$ cat src/rtl/fixed_act_requant_pkg.sv
// Shared constants and the saturating counter helper for the activation requantizer.
package fixed_act_requant_pkg;

    localparam int SAT_CNT_WIDTH = 16;
    localparam logic [SAT_CNT_WIDTH-1:0] SAT_CNT_MAX = 16'hFFFF;

    function automatic logic [SAT_CNT_WIDTH-1:0] sat_cnt_add(
        input logic [SAT_CNT_WIDTH-1:0] cnt,
        input logic [SAT_CNT_WIDTH-1:0] inc
    );
        logic [SAT_CNT_WIDTH:0] sum;
        sum = {1'b0, cnt} + {1'b0, inc};
        return sum[SAT_CNT_WIDTH] ? SAT_CNT_MAX : sum[SAT_CNT_WIDTH-1:0];
    endfunction

endpackage

$ cat src/rtl/requant_pipe_stage.sv
// Valid/ready register slice; accepts a new beat whenever it is empty or its consumer is ready.
module requant_pipe_stage #(
    parameter int WIDTH    = 8,
    parameter bit CLR_DATA = 1'b0
) (
    input  logic             clk,
    input  logic             rst,
    input  logic [WIDTH-1:0] d,
    input  logic             d_valid,
    output logic             d_ready,
    output logic [WIDTH-1:0] q,
    output logic             q_valid,
    input  logic             q_ready
);

    assign d_ready = !q_valid || q_ready;

    always_ff @(posedge clk) begin
        if (!rst) begin
            q_valid <= 1'b0;
        end else if (d_ready) begin
            q_valid <= d_valid;
        end
    end

    // Only the slice that drives the block output clears its payload on reset.
    if (CLR_DATA) begin : g_clr
        always_ff @(posedge clk) begin
            if (!rst) begin
                q <= '0;
            end else if (d_ready && d_valid) begin
                q <= d;
            end
        end
    end else begin : g_noclr
        always_ff @(posedge clk) begin
            if (d_ready && d_valid) begin
                q <= d;
            end
        end
    end

endmodule

$ cat src/rtl/fixed_act_requant.sv
// Requantizer: round-half-up, saturate to the narrow format, two-stage valid/ready pipeline
// with a sticky count of saturated lanes.
module fixed_act_requant
    import fixed_act_requant_pkg::*;
#(
    parameter int DATA_IN_0_PRECISION_0       = 28,
    parameter int DATA_IN_0_PRECISION_1       = 16,
    parameter int DATA_OUT_0_PRECISION_0      = 8,
    parameter int DATA_OUT_0_PRECISION_1      = 6,
    parameter int DATA_IN_0_PARALLELISM_DIM_0 = 2,
    parameter int DATA_OUT_0_PARALLELISM_DIM_0 = 2
) (
    input  logic                              clk,
    input  logic                              rst,
    input  logic [DATA_IN_0_PRECISION_0-1:0]  data_in_0 [0:DATA_IN_0_PARALLELISM_DIM_0-1],
    input  logic                              data_in_0_valid,
    output logic                              data_in_0_ready,
    output logic [DATA_OUT_0_PRECISION_0-1:0] data_out_0 [0:DATA_IN_0_PARALLELISM_DIM_0-1],
    output logic                              data_out_0_valid,
    input  logic                              data_out_0_ready,
    input  logic                              sat_clear,
    output logic [SAT_CNT_WIDTH-1:0]          sat_count
);

    localparam int IN_W     = DATA_IN_0_PRECISION_0;
    localparam int IN_FRAC  = DATA_IN_0_PRECISION_1;
    localparam int OUT_W    = DATA_OUT_0_PRECISION_0;
    localparam int OUT_FRAC = DATA_OUT_0_PRECISION_1;
    localparam int P        = DATA_IN_0_PARALLELISM_DIM_0;
    localparam int S        = IN_FRAC - OUT_FRAC;
    localparam int RND_W    = IN_W + 1 - S;
    localparam int RND_SH   = (S > 0) ? S - 1 : 0;

    localparam logic signed [IN_W:0]      RND   = (S > 0) ? ({{IN_W{1'b0}}, 1'b1} << RND_SH) : '0;
    localparam logic [OUT_W-1:0]          Q_MAX = {1'b0, {(OUT_W-1){1'b1}}};
    localparam logic [OUT_W-1:0]          Q_MIN = {1'b1, {(OUT_W-1){1'b0}}};
    localparam logic signed [RND_W-1:0]   R_MAX = {{(RND_W-OUT_W){1'b0}}, Q_MAX};
    localparam logic signed [RND_W-1:0]   R_MIN = {{(RND_W-OUT_W){1'b1}}, Q_MIN};

    if (IN_FRAC < OUT_FRAC) begin : g_bad_frac
        $error("fixed_act_requant: input fractional bits must be >= output fractional bits");
    end
    if (IN_W - IN_FRAC < OUT_W - OUT_FRAC) begin : g_bad_int
        $error("fixed_act_requant: input integer bits must be >= output integer bits");
    end
    if (DATA_OUT_0_PARALLELISM_DIM_0 != P) begin : g_bad_par
        $error("fixed_act_requant: output parallelism must equal input parallelism");
    end

    // One guard bit keeps x + 2^(S-1) from overflowing at the positive extreme.
    function automatic logic signed [RND_W-1:0] round_lane(input logic signed [IN_W-1:0] x);
        logic signed [IN_W:0] sum;
        sum = {x[IN_W-1], x} + RND;
        return RND_W'(sum >>> S);
    endfunction

    function automatic logic [OUT_W:0] clamp_lane(input logic signed [RND_W-1:0] r);
        if (r > R_MAX) begin
            return {1'b1, Q_MAX};
        end else if (r < R_MIN) begin
            return {1'b1, Q_MIN};
        end
        return {1'b0, r[OUT_W-1:0]};
    endfunction

    logic [P*RND_W-1:0]         rnd_p0;
    logic [P*RND_W-1:0]         rnd_p1;
    logic                       vld_p1;
    logic                       rdy_p1;
    logic [P+P*OUT_W-1:0]       clp_p1;
    logic [P+P*OUT_W-1:0]       clp_p2;
    logic                       vld_p2;
    logic                       rdy_p2;
    logic [P-1:0]               sat_p2;
    logic [SAT_CNT_WIDTH-1:0]   sat_pop;
    logic [SAT_CNT_WIDTH-1:0]   sat_cnt;

    for (genvar i = 0; i < P; i++) begin : g_round
        assign rnd_p0[i*RND_W +: RND_W] = round_lane(data_in_0[i]);
    end

    // Stage 1: rounded lanes
    requant_pipe_stage #(
        .WIDTH    (P*RND_W),
        .CLR_DATA (1'b0)
    ) u_stage1 (
        .clk     (clk),
        .rst     (rst),
        .d       (rnd_p0),
        .d_valid (data_in_0_valid),
        .d_ready (rdy_p1),
        .q       (rnd_p1),
        .q_valid (vld_p1),
        .q_ready (rdy_p2)
    );

    assign data_in_0_ready = rdy_p1 && rst;

    for (genvar i = 0; i < P; i++) begin : g_clamp
        logic [OUT_W:0] clp;
        assign clp                        = clamp_lane(rnd_p1[i*RND_W +: RND_W]);
        assign clp_p1[i*OUT_W +: OUT_W]   = clp[OUT_W-1:0];
        assign clp_p1[P*OUT_W + i]        = clp[OUT_W];
    end

    // Stage 2: clamped lanes plus per-lane saturation flags
    requant_pipe_stage #(
        .WIDTH    (P + P*OUT_W),
        .CLR_DATA (1'b1)
    ) u_stage2 (
        .clk     (clk),
        .rst     (rst),
        .d       (clp_p1),
        .d_valid (vld_p1),
        .d_ready (rdy_p2),
        .q       (clp_p2),
        .q_valid (vld_p2),
        .q_ready (data_out_0_ready)
    );

    for (genvar i = 0; i < P; i++) begin : g_out
        assign data_out_0[i] = clp_p2[i*OUT_W +: OUT_W];
    end
    assign sat_p2           = clp_p2[P*OUT_W +: P];
    assign data_out_0_valid = vld_p2;

    always_comb begin
        sat_pop = '0;
        for (int i = 0; i < P; i++) begin
            sat_pop = sat_pop + SAT_CNT_WIDTH'(sat_p2[i]);
        end
    end

    // Clear beats any same-cycle increment.
    always_ff @(posedge clk) begin
        if (!rst || sat_clear) begin
            sat_cnt <= '0;
        end else if (vld_p2 && data_out_0_ready) begin
            sat_cnt <= sat_cnt_add(sat_cnt, sat_pop);
        end
    end

    assign sat_count = sat_cnt;

endmodule

$ cat config.mk
export PLATFORM = sky130hd
export DESIGN_NAME = fixed_act_requant
export DESIGN_NICKNAME = d
export VERILOG_FILES = /design/src/rtl/fixed_act_requant_pkg.sv /design/src/rtl/requant_pipe_stage.sv /design/src/rtl/fixed_act_requant.sv
export SDC_FILE = /design/constraint.sdc
export NUM_CORES = 1
export LEC_CHECK = 0
export BUFFER_PORTS_ARGS = -buffer_cell sky130_fd_sc_hd__buf_2
export CAP_MARGIN = 10
export CORE_MARGIN = 1
export CORE_UTILIZATION = 45
export CTS_CLUSTER_SIZE = 24
export DETAILED_ROUTE_END_ITERATION = 6
export GPL_TIMING_DRIVEN = 0
export PLACE_DENSITY_LB_ADDON = 0.3
export SYNTH_ARGS = -nofsm -noshare
export SYNTH_HDL_FRONTEND = slang
export SYNTH_SLANG_ARGS = --single-unit
$ cat constraint.sdc
create_clock -name clk -period 2.69 [get_ports clk]
set_input_delay 0.4035 -clock clk [delete_from_list [all_inputs] [get_ports clk]]
set_output_delay 0.4035 -clock clk [all_outputs]
set_load 0.03 [all_outputs]
==> impl_summary.txt <==
----------------------------------------------------
[Worst setup path]
  Number of logic stages on the critical path including buffering ... 8
  Cell count of the worst reg-to-reg path ... 8
  Data required time of the worst path ... 2.96 ns
  Peak fanout along the critical path ... 7
  Signal arrival time at the worst endpoint ... 2.63 ns
  Crit Path Category ... flop to flop
  Startpoint Class ... flop
  Start of the worst register-to-register path ... sat_count[0]$_SDFFE_PP0P_
  Launch point of the critical path ... sat_count[0]$_SDFFE_PP0P_
  Slowest stage delay, CP ... 0.45 ns
  Buf+Inv Stages, Crit Path ... 2
  Setup slack, reg-to-reg ... ~0.34 ns
  Crit end category ... flop
  Cell occurring most often along the worst timing path ... sky130_fd_sc_hd__inv_1
  Cell Chain, Critical Path ... inv_1 > fa_1 > inv_1 > ha_1 > nand4_1 > nor3_2 > nand3_1 > o21ai_1
  Gate family responsible for the most delay along the worst path ... simple AND/OR/NAND/NOR gates
  Slowest stage cell, crit path ... sky130_fd_sc_hd__fa_1

[Detailed routing]
  Per-cell routed wire length ... 12.9 microns
  Violation count after the first detailed-routing iteration ... between 90 and 100
  Via density per instance ... 5.16
  Total number of vias ... 2827
  Total routed wirelength ... 7050 microns
  Post-detailed-route count of antenna-violating nets ... 0
  DRC errors left ... 0
  Number of search-and-repair iterations in the first detailed-routing pass ... 4

[Clock network]
  Clock tree from TritonCTS ... done
  Register clock-pin slew on the reported worst setup and hold paths ... 0.07 ns
  Root Driver ... sky130_fd_sc_hd__clkbuf_8
  Post-CTS resize count ... 0
  H-tree depth reported by CTS ... 3
  Post-CTS Setup Inserts ... 0
  Clk Latency, worst-skew pair ... 0.35 ns
  Cts-stage hold buffer count ... 0
  Number of buffers added by the clock tree synthesis step ... 9
  Clock tree buffer depth ... 2
  Num Clock Sinks ... between 70 and 80

[Pwr]
  Design Power ... 0.00240 W
  Ratio of total power to cell area ... 558 nW/um^2
  Cell leakage power ... 1.72 nW
  Net switching power of the design ... 0.000577 W
  Relative contribution of combinational cells to total power ... around a tenth
  Internal power ... 0.00182 W
  Sequential fraction of design power ... 53.2%
  Maximum ir drop on the vdd rail ... 0.000230 V
  Part of the power in the clock network ... 36.3%
  Switching share of power ... 24.1%

[Floorplanning]
  Initial Utilization ... 46.4%
  Die height ... 91.3 microns
  Horizontal extent of the die ... 91.3 microns
  Site Rows ... 32
  Area of the core ... 7730 sq um
  I/O pin total ... 95
  DIE AREA ... 8330 sq um

[Global routing]
  Vias in the first global route ... 2677
  Met2 usage ... between 20% and 30%
  Initial antenna violation count ... 0
  Global Route met3 Usage ... 4.44%
  Overall track demand over capacity in global routing ... a little under a fifth
  Layer with the highest usage after global routing ... met2
  Wire length of the first global-routing pass ... 11900 microns
  Overflow after GRT ... 0
  Routing usage on met1 ... between 20% and 30%
  Maximum number of pins on one net before global-route repair ... 39

[Layout]
  Final antenna diode count ... 0
  Leading cell types in the layout, fill and taps excluded ... sky130_fd_sc_hd__buf_2, sky130_fd_sc_hd__nand2_1, sky130_fd_sc_hd__edfxtp_1
  Total number of nets in the final design ... 506
  Fraction of final layout cells with drive strength greater than 1 ... a little over a quarter
  Most common cell after layout, fill and taps aside ... sky130_fd_sc_hd__buf_2
  Final standard cell count with taps included and fillers excluded ... 548
  Area growth from synthesis to layout ... 20.1%

[Yosys]
  Post-synthesis sequential element count ... 74
  Fraction of registers with async set or reset after synthesis ... 0%
  Synthesized area divided by synthesized cell count ... a little over 10 sq um
  Post-synth EDFFs ... 38
  Post-Syn Area ... 3580 sq um
  Number of nets produced by synthesis ... 419
  Number of instances in the synthesized netlist ... 354
  Yosys synthesis warning count ... 0
  Main flop type after synthesis ... sky130_fd_sc_hd__edfxtp_1
  Sequential fraction of the synthesis area ... 51.9%
  Post-synthesis cell type count ... 42

[STA]
  RSZ-0062 raised after global routing ... false
  Final critical-path share of the clock period ... 87.5%
  Final max-slew violation count ... 0
  Transition time of the tightest slew-check pin ... 0.942 ns
  Skew final ... between 0.01 and 0.015 ns
  Final-report setup violation count ... 0
  Time the final worst path needs with I/O delays and setup ... 2.35 ns
  Worst-case headroom to the max-slew limit ... 36.7%
  FMAX ... 0.425 GHz
  Post-route setup TNS ... 0 ns
  Final hold violations ... 0

[Hold path]
  Hold Path Origin ... data_in_0_valid
  Hold crit path type ... primary input to flop
  Hold Path Stages ... 3

[Status]
  Run status ... finished, final reports clean

[Placement]
  HPWL reported at the end of detailed placement ... 5210 microns
  Port bufs ... 76
  Inst Count DP ... 532
  Final weighted congestion in routability-driven placement ... 0.799

[Run]
  Max capacitance violation total ... 0

----------------------------------------------------
[synthesized netlist by cell type, types with 4 or more instances]
cell	instances	area, sq um
sky130_fd_sc_hd__nor2b_1	4	25.0
sky130_fd_sc_hd__a21oi_1	21	105
sky130_fd_sc_hd__nor3_1	12	60.1
sky130_fd_sc_hd__nor4_1	7	43.8
sky130_fd_sc_hd__nand2_1	41	154
sky130_fd_sc_hd__and2_1	8	50.1
sky130_fd_sc_hd__buf_4	16	120
sky130_fd_sc_hd__edfxtp_1	38	1140
sky130_fd_sc_hd__nand3_1	18	90.1
sky130_fd_sc_hd__xnor2_1	27	236
sky130_fd_sc_hd__clkbuf_1	4	15.0
sky130_fd_sc_hd__dfxtp_1	36	721
sky130_fd_sc_hd__inv_1	7	26.3
sky130_fd_sc_hd__o21ai_0	20	100
sky130_fd_sc_hd__nor2_1	23	86.3
sky130_fd_sc_hd__a31oi_1	6	37.5
sky130_fd_sc_hd__nand4_1	18	113
sky130_fd_sc_hd__xor2_1	10	87.6
[stage by stage]
step / cell area [sq um] / worst slack [ns] / util, % / hold slack [ns]
2_1_floorplan: 3580 / 0.489 / - / 0.444
3_3_place_gp: 4090 / 0.308 / 53.0 / 0.454
3_5_place_dp: 4090 / 0.397 / 53.0 / 0.460
4_1_cts: 4300 / 0.359 / 55.7 / 0.285
5_1_grt: 4300 / 0.105 / 55.7 / 0.299
6_report: 4300 / 0.336 / 55.7 / 0.303
[power groups by stage]
stage | sequential (W) | combinational, W | clock, W
final | 0.00128 | 0.000253 | 0.000870
after global routing | 0.00128 | 0.000280 | 0.000950
after CTS | 0.00128 | 0.000256 | 0.000895
after detailed placement | 0.00130 | 0.000255 | 0
after global placement | 0.00130 | 0.000247 | 0
after floorplan | 0.00130 | 0.000156 | 0
[cell families after synthesis]
kind of cell / synth area share, %
compound gates: 9.18
flops: 51.9
fa+ha+maj: 1.61
buf+inv: 4.75
simple gates: 22.7
xor+xnor: 9.04
mux: 0.838
[worst paths after layout]
check,end
min,u_stage1.q_valid$_SDFFE_PN0N_
max,sat_count[7]$_SDFFE_PP0P_
max reg2reg,sat_count[7]$_SDFFE_PP0P_
min reg2reg,u_stage2.q[7]$_SDFFE_PN0P_
[sequential cells by signal (all words and copies together) (netlist names)]
name	flops
u_stage1.q_valid	1
sat_count	16
u_stage2.q	18
u_stage1.q	38
u_stage2.q_valid	1
[cell type report]
| class | instances | area (sq um) |
|---|---|---|
| repair buffers | 76 | 380 |
| clock inverters | 3 | 18.8 |
| fillers | 714 | 3420 |
| plain buffers | 21 | 140 |
| well taps | 102 | 128 |
| inverters | 8 | 30.0 |
| flip-flops and latches | 74 | 1860 |
| clock buffers | 13 | 191 |
| multi-input cells | 251 | 1550 |
[worst register-to-register path, cell delays in order (launching register included)]
cell                      delay, ns
sky130_fd_sc_hd__dfxtp_1       0.36
sky130_fd_sc_hd__inv_1         0.07
sky130_fd_sc_hd__fa_1          0.45
sky130_fd_sc_hd__inv_1         0.08
sky130_fd_sc_hd__ha_1          0.20
sky130_fd_sc_hd__nand4_1       0.24
sky130_fd_sc_hd__nor3_2        0.45
sky130_fd_sc_hd__nand3_1       0.30
sky130_fd_sc_hd__o21ai_1       0.14
[per-layer routing]
metal | routed length (microns) | part of all wire, %
met1 | 3220 | 46
met2 | 3280 | 46
met3 | 354 | 5.0
met4 | 194 | 2.8
met5 | 0 | 0
Power figures use the tool's default switching activity.
